--- src/rtl/sensor_frame_receiver_if.sv ---
// rtl/sensor_frame_receiver_if.sv - serial bit input and frame output bundle for sensor_frame_receiver
interface sensor_frame_receiver_if #(
  parameter int DATA_W = 35,
  parameter int CNT_W  = 8
);
  logic              sdata;
  logic              sbit_valid;
  logic [DATA_W-1:0] frame_data;
  logic              frame_wren;
  logic              busy;
  logic              frame_err;
  logic [CNT_W-1:0]  frame_cnt;

  modport master (
    output sdata, sbit_valid,
    input  frame_data, frame_wren, busy, frame_err, frame_cnt
  );

  modport slave (
    input  sdata, sbit_valid,
    output frame_data, frame_wren, busy, frame_err, frame_cnt
  );
endinterface

--- src/rtl/sensor_frame_receiver.sv ---
// rtl/sensor_frame_receiver.sv - framed serial-to-parallel receiver feeding the house-state register
// Optional even-parity bit after the payload: define SENSOR_FRAME_PARITY_EN.
module sensor_frame_receiver #(
  parameter int DATA_W  = 35,
  parameter int TIMEOUT = 1023,
  parameter int CNT_W   = 8
) (
  input logic                    clk,
  input logic                    arst,
  sensor_frame_receiver_if.slave bus
);
  localparam int IDX_W = (DATA_W > 1) ? $clog2(DATA_W) : 1;
  localparam int TMR_W = $clog2(TIMEOUT + 1);
  localparam logic [IDX_W-1:0] LAST_IDX = IDX_W'(DATA_W - 1);
  localparam logic [TMR_W-1:0] EXPIRE_AT = TMR_W'(TIMEOUT - 1);

  typedef enum logic [1:0] {IDLE, DATA, PARITY, STOP} state_t;

`ifdef SENSOR_FRAME_PARITY_EN
  localparam state_t AFTER_DATA = PARITY;
`else
  localparam state_t AFTER_DATA = STOP;
`endif

  state_t            state, state_nxt;
  logic [DATA_W-1:0] shift;
  logic [IDX_W-1:0]  idx;
  logic [TMR_W-1:0]  timer;
  logic              par_ok;
  logic              commit, reject;
  logic              strobe, expire;

  assign strobe = bus.sbit_valid;
  // A strobe always beats an expiring timer.
  assign expire = !strobe && (timer == EXPIRE_AT);

  always_ff @(posedge clk or posedge arst) begin
    if (arst) state <= IDLE;
    else      state <= state_nxt;
  end

  always_comb begin
    state_nxt = state;
    commit    = 1'b0;
    reject    = 1'b0;
    unique case (state)
      IDLE: begin
        if (strobe && !bus.sdata) state_nxt = DATA;
      end
      DATA: begin
        if (strobe) begin
          if (idx == LAST_IDX) state_nxt = AFTER_DATA;
        end else if (expire) begin
          reject    = 1'b1;
          state_nxt = IDLE;
        end
      end
      PARITY: begin
        if (strobe) begin
          state_nxt = STOP;
        end else if (expire) begin
          reject    = 1'b1;
          state_nxt = IDLE;
        end
      end
      STOP: begin
        if (strobe) begin
          commit    = bus.sdata && par_ok;
          reject    = !(bus.sdata && par_ok);
          state_nxt = IDLE;
        end else if (expire) begin
          reject    = 1'b1;
          state_nxt = IDLE;
        end
      end
      default: state_nxt = IDLE;
    endcase
  end

  always_comb begin
    bus.busy = (state != IDLE);
  end

  always_ff @(posedge clk or posedge arst) begin
    if (arst) begin
      shift          <= '0;
      idx            <= '0;
      timer          <= '0;
      par_ok         <= 1'b1;
      bus.frame_data <= '0;
      bus.frame_wren <= 1'b0;
      bus.frame_err  <= 1'b0;
      bus.frame_cnt  <= '0;
    end else begin
      bus.frame_wren <= commit;
      bus.frame_err  <= reject;
      if (commit) begin
        bus.frame_data <= shift;
        bus.frame_cnt  <= bus.frame_cnt + CNT_W'(1);
      end

      if (state == IDLE) begin
        idx    <= '0;
        timer  <= '0;
        par_ok <= 1'b1;
      end else if (strobe) begin
        timer <= '0;
      end else begin
        timer <= timer + TMR_W'(1);
      end

      if (state == DATA && strobe) begin
        shift[idx] <= bus.sdata;
        idx        <= idx + IDX_W'(1);
      end

      // Even parity: payload bits and the parity bit must XOR to zero.
      if (state == PARITY && strobe) par_ok <= ~((^shift) ^ bus.sdata);
    end
  end
endmodule
--- src/flat_wrapper.sv ---
// flat-port wrapper written by rule: the top's interface ports become plain ports
module sensor_frame_receiver_flat 
#(
  parameter int DATA_W  = 35,
  parameter int TIMEOUT = 1023,
  parameter int CNT_W   = 8
)
  (clk, arst, bus_sdata, bus_sbit_valid, bus_frame_data, bus_frame_wren, bus_busy, bus_frame_err, bus_frame_cnt);
  sensor_frame_receiver_if #(.DATA_W(DATA_W), .CNT_W(CNT_W)) bus_i ();
  input logic clk;
  input logic arst;
  input wire logic [$bits(bus_i.sdata)-1:0] bus_sdata;
  input wire logic [$bits(bus_i.sbit_valid)-1:0] bus_sbit_valid;
  output wire logic [$bits(bus_i.frame_data)-1:0] bus_frame_data;
  output wire logic [$bits(bus_i.frame_wren)-1:0] bus_frame_wren;
  output wire logic [$bits(bus_i.busy)-1:0] bus_busy;
  output wire logic [$bits(bus_i.frame_err)-1:0] bus_frame_err;
  output wire logic [$bits(bus_i.frame_cnt)-1:0] bus_frame_cnt;
  assign bus_i.sdata = bus_sdata;
  assign bus_i.sbit_valid = bus_sbit_valid;
  assign bus_frame_data = bus_i.frame_data;
  assign bus_frame_wren = bus_i.frame_wren;
  assign bus_busy = bus_i.busy;
  assign bus_frame_err = bus_i.frame_err;
  assign bus_frame_cnt = bus_i.frame_cnt;
  sensor_frame_receiver #(.DATA_W(DATA_W), .TIMEOUT(TIMEOUT), .CNT_W(CNT_W)) u_core (.clk(clk), .arst(arst), .bus(bus_i));
endmodule
--- config.mk ---
export PLATFORM = sky130hd
export DESIGN_NAME = sensor_frame_receiver_flat
export DESIGN_NICKNAME = d
export VERILOG_FILES = /design/src/rtl/sensor_frame_receiver_if.sv /design/src/rtl/sensor_frame_receiver.sv /design/src/flat_wrapper.sv
export SDC_FILE = /design/constraint.sdc
export NUM_CORES = 1
export LEC_CHECK = 0
export BUFFER_PORTS_ARGS = -buffer_cell sky130_fd_sc_hd__buf_4
export CAP_MARGIN = 20
export CORE_MARGIN = 10
export CORE_UTILIZATION = 45
export CTS_BUF_LIST = sky130_fd_sc_hd__clkbuf_8 sky130_fd_sc_hd__clkbuf_16
export DETAILED_ROUTE_END_ITERATION = 10
export GPL_TIMING_DRIVEN = 0
export PLACE_DENSITY = 0.76
export SLEW_MARGIN = 20
export SYNTH_ARGS = -nofsm -noshare
export SYNTH_HDL_FRONTEND = slang
export SYNTH_SLANG_ARGS = --single-unit
--- constraint.sdc ---
create_clock -name clk -period 7.6 [get_ports clk]
set_input_delay 0.38 -clock clk [delete_from_list [all_inputs] [get_ports clk]]
set_output_delay 0.38 -clock clk [all_outputs]
set_load 0.01 [all_outputs]
* Yosys cells after proc, flatten, opt, wreduce, memory -nomap -nowiden
Index checks and enable logic that the tools add are counted.
Widths: inputs -> output; s select.
** Word-level totals
- Logic and storage cells :: 61
- Bits of input ports :: 4
- Register bits :: 99
- Output and inout port bits :: 46
** Operators by class
- Reductions and logical operators :: 16
- Add/subtract/negate cells :: 3
- Magnitude comparators :: 2
- Mux-type cells :: 22
- Equality and inequality tests :: 7
- Bitwise logic cells :: 2
** Operators with widths (count)
- $bwmux 35 :: 1
- $reduce_xor 35->1 :: 1
- $mux 10 :: 2
- $mux 2 :: 6
- $mux 6 :: 2
- $add 10x1->10 const B :: 1
- $eq 10x10->1 const B :: 1
- $add 8x1->8 const B :: 1
- $mux 1 :: 8
- $pmux 2 s4 :: 1
- $lt 6x7->1 const B :: 1
- $add 6x1->6 const B :: 1
- $demux 1 s6 :: 1
- $eq 6x6->1 const B :: 1
- $ge 6x1->1 const B :: 1
- $logic_and 1x1->1 :: 6
- $reduce_bool 2->1 :: 3
- $eq 2x2->1 const B :: 2
- $logic_not 1->1 :: 3
- $ne 3x2->1 const B :: 1
- $eq 2x1->1 const B :: 1
- $logic_not 2->1 :: 1
- $ne 2x1->1 const B :: 1
- $pmux 1 s2 :: 1
- other kinds (4) :: 4

* Depth between registers and ports, before layout
- Word-level depth :: 5
- Gate-level depth with buffers :: 8
- Mapped depth without buffers :: 7

* Least setup slack after synthesis
No wires, ideal clock.
- Path type :: register to register
- Start :: reg u_core.state[1]
- End :: reg u_core.shift[30]
- Arrival time :: 1668 ps
- Required time :: 7475 ps
- Stages on the path, launching flop included :: 9
- Library setup time :: 125 ps
- Buffers on the path :: 1
- Setup slack :: 5808 ps
- Cell sequence :: dfrtp_1 > inv_1 > ha_1 > nand2_1 > buf_2 > nor2_1 > nand3_1 > nor2_1 > mux2_2
** On the way
- Word-level cells in the longest chain between the ends :: 2
** Ends and longest elaborated chain
- from (decl) :: RTL line sensor_frame_receiver.sv:25 : state_t state, state_nxt;
- from (signal assigned) :: RTL line sensor_frame_receiver.sv:39 : else state <= state_nxt;
- $eq 2x1->1 :: RTL line sensor_frame_receiver.sv:112 : if (state == DATA && strobe) begin
- $logic_and 1x1->1 :: RTL line sensor_frame_receiver.sv:112
- to (signal, indexed assignment) :: RTL line sensor_frame_receiver.sv:113 : shift[idx] <= bus.sdata;
- to (decl) :: RTL line sensor_frame_receiver.sv:26 : logic [DATA_W-1:0] shift;
No other way between the ends.
A chain may end at the register's enable or synchronous reset.

* Final worst setup path
Same ends and word-level chain as after synthesis.

==> flow_summary.yaml <==
run_status:
  outcome: "completed"
synth:
  synth_top_family_by_area: "simple AND/OR/NAND/NOR gates"
  ys_seq_elements: 99
  netlist_cell_types: 36
  synth_top_area_share_pct: 53.38
  synth-async-reset-ratio_pct: 100.0
  synthDominantAreaCellType: "sky130_fd_sc_hd__dfrtp_1"
  synth.cells.most_frequent: "sky130_fd_sc_hd__nand2_1, sky130_fd_sc_hd__dfrtp_1, sky130_fd_sc_hd__nor2_1, sky130_fd_sc_hd__xnor2_1, sky130_fd_sc_hd__mux2_1"
  post_synth_main_area_contributors: "sky130_fd_sc_hd__dfrtp_1, sky130_fd_sc_hd__nand2_1, sky130_fd_sc_hd__xnor2_1"
  yosys.area_share.simple_pct: 19.91
  synth_adder_area_share_pct: 2.723
  avg_synthesized_cell_area_sq_um: 9.945
  synth_xor_xnor_area_share_pct: 9.804
  synth_nets: 476
  yosys_most_used_dff: "sky130_fd_sc_hd__dfrtp_1"
  muxShareOfSynthArea_pct: 8.578
  synth-edff-count: 0
  ys_seq_area_share_pct: 53.95
  netlist_instances: 462
  leading_cell_type_by_number_of_instances_after_synthesis: "sky130_fd_sc_hd__nand2_1"
  mappedNetlistArea_sq_um: 4594
  compound_gate_portion_of_the_synthesized_area_pct: 2.533
  ys.warnings.count: 0
setup_path:
  sum_of_buffers_and_inverters_on_the_critical_path: 2
  timing.critical_path.fanout_max: 10
  crit_path_frequent_cell: "sky130_fd_sc_hd__nor2_1"
  max_stage_delay_ps: 430
  ff2ff_setup_slack_ps: 5410
  endpoint_kind: "flop"
  critical_path_required_ps: 7860
  worstSetupStartpointType: "flop"
  cell_by_cell_listing_of_the_critical_path: "inv_1, ha_1, nand2_1, buf_2, nor2_1, nand3_1, nor2_1, mux2_2"
  slowest_stage_cell_cp: "sky130_fd_sc_hd__dfrtp_1"
  arrival_ps: 2450
  criticalPathCategory: "flop to flop"
  cpLargestDelayFamily: "simple AND/OR/NAND/NOR gates"
routing:
  via_per_inst: 4.889
  drt_pass1_iterations: 4
  wirelength_microns: 9314
  routed_wire_length_per_instance_microns: 14.11
  dr_total_vias: 3227
  ant_nets: 0
  drt_iter0_drc: 177
  drc: 0
place:
  numPortBuffers: 48
  postPlaceCellArea_sq_um: 5154
  dp.final_hpwl_microns: 6818
  routabilityCongestion: 0.8366
global_routing:
  largest_net_degree_at_the_start_of_global_routing: 56
  globalRouteOverflowTotal: 0
  initial_antenna_violation_count: 0
  number_of_global_route_vias_before_repair: 3385
  global_route_wire_length_before_repair_microns: 16120
  grt_use_total_pct: 13.47
floorplan:
  design.die.area_sq_um: 14650
  fp.coreArea_sq_um: 9864
  top_level_i_o_count: 50
  die-width_microns: 121.0
  initial_utilization_pct: 46.58
  num_rows: 36
  die_height_microns: 121.0
finish:
  post-route-cell-area_sq_um: 5385
  antenna_cells: 0
  multi_input_comb_area_sq_um: 2001
  final_stage_net_count: 536
  flow.area_growth_from_synthesis_pct: 17.21
  sequential_cell_area_sq_um: 2479
  fill_cells: 886
  final_layout_size_suffix_gt1_share_pct: 16.32
power_and_ir_drop:
  powerDensity_nw_per_um2: 251.7
  power_leakage_nw: 2.703
  ir_drop_uv: 127.9
cts:
  post-cts-setup-buffer-count: 0
  cts-resized-gates: 0
  tritoncts_clock_tree: "yes"
  hold_buffers: 0
  cts.reportedPaths.clkPinSlew_ps: 100
  sink_count_of_the_clock_tree: 99
  clk_path_buf_depth: 2
  h-tree-depth: 3
  clock_insertion_delay_worst_skew_ps: 370
  cts_made_buffers: 9
  root_buffer: "sky130_fd_sc_hd__clkbuf_8"
sta:
  tns_ps: 0
  skew_ps: 12.11
  layout_min_cycle_time_ps: 2193
  worst_slew_pin_slew_ps: 523.4
  max_freq_ghz: 0.4560
  post-route-period-util_pct: 28.86
  maxSlewHeadroom_pct: 64.82
  report.final.setup_viol: 0
  rsz_0062_raised_after_global_routing: "no"
  count_of_final_max_slew_check_failures: 0
  hold_viol: 0
flow_run:
  cap_viol_max_count: 0
hold_path:
  min-delay-path-class: "input pin to asynchronous set/reset pin"
==> sequential cells by signal, indices dropped and copies added, names as in the netlist <==
register,cells
u_core.par_ok,1
u_core.idx,6
u_core.bus.frame_cnt,8
u_core.shift,35
u_core.state,2
u_core.bus.frame_data,35
u_core.timer,10
u_core.bus.frame_wren,1
u_core.bus.frame_err,1
==> logic make-up (layout without fill, tap and decap cells) <==
family / count (synthesis) / count (layout)
flops: 99 / 99
mux: 35 / 35
simple gates: 219 / 219
fa+ha+maj: 10 / 10
xor+xnor: 49 / 49
compound gates: 20 / 20
buf+inv: 30 / 95
==> metal layers <==
metal | global-route usage [%] | wire, microns | vias to the layer above
met5 | 0 | 0 | -
met4 | 4.676 | 123 | 0
met3 | 4.141 | 571 | 11
met2 | 22.07 | 4458 | 50
met1 | 16.42 | 4161 | 1556
li1 | - | - | 1610
==> cell type report <==
cell class / instances / area share, %
plain buffers: 21 / 1.510
clock inverters: 6 / 1.743
clock buffers: 10 / 2.556
inverters: 9 / 0.7203
flip-flops and latches: 99 / 46.03
well taps: 133 / 3.090
repair buffers: 49 / 7.203
multi-input cells: 333 / 37.15
==> worst paths after layout <==
kind                                          from                 endpoint  depth (start not counted)
setup / recovery                   u_core.state[1]         u_core.shift[30]                          8
hold / removal                                arst  u_core.bus.frame_cnt[4]                          2
setup reg to reg                   u_core.state[1]         u_core.shift[30]                          8
hold reg to reg            u_core.bus.frame_cnt[7]  u_core.bus.frame_cnt[7]                          1
max in group asynchronous                     arst            u_core.par_ok                          3
min in group clk                    bus_sbit_valid            u_core.par_ok                          3
==> worst reg2reg max path, cell delays in order, from the launching register on <==
cell and delay, ps:
sky130_fd_sc_hd__dfrtp_1 430, sky130_fd_sc_hd__inv_1 110, sky130_fd_sc_hd__ha_1 190, sky130_fd_sc_hd__nand2_1 80, sky130_fd_sc_hd__buf_2 190, sky130_fd_sc_hd__nor2_1 240
sky130_fd_sc_hd__nand3_1 280, sky130_fd_sc_hd__nor2_1 210, sky130_fd_sc_hd__mux2_2 350
==> power by group <==
part / switching (W) / internal [W]
logic: 0.000189 / 0.000147
registers: 0.0000520 / 0.000583
clock network: 0.000187 / 0.000197
total: 0.000428 / 0.000927
==> metrics by stage <==
stage | hold slack, ps | utilization (%) | cells | total power (W) | setup WS, ps
after floorplan | 473.2 | - | 462 | 0.0008706 | 4631
after global routing | 32.17 | 54.59 | 660 | 0.001439 | 5245
after detailed placement | 427.0 | 52.25 | 644 | 0.0009868 | 5451
after CTS | 21.01 | 54.59 | 660 | 0.001373 | 5418
after global placement | 460.0 | 51.92 | 643 | 0.0009686 | 3577
final | 16.44 | 54.59 | 660 | 0.001355 | 5407
==> cell usage in the layout, fill, tap and decap left out, drive strengths merged, types with 2 or more instances in the layout <==
master	netlist	layout
nor3b	2	2
nor2b	2	2
and2	3	3
inv	9	11
xor2	10	10
buf	5	54
mux2	35	35
nor3	5	5
o21ai	10	10
nor4	3	3
ha	10	10
or3	2	2
nand4	8	8
xnor2	38	38
nor2	46	46
bufinv	0	2
a21oi	4	4
clkbuf	16	26
nand3	11	11
dfrtp	98	98
nand2	135	135
(Power assumes the default switching activity.)
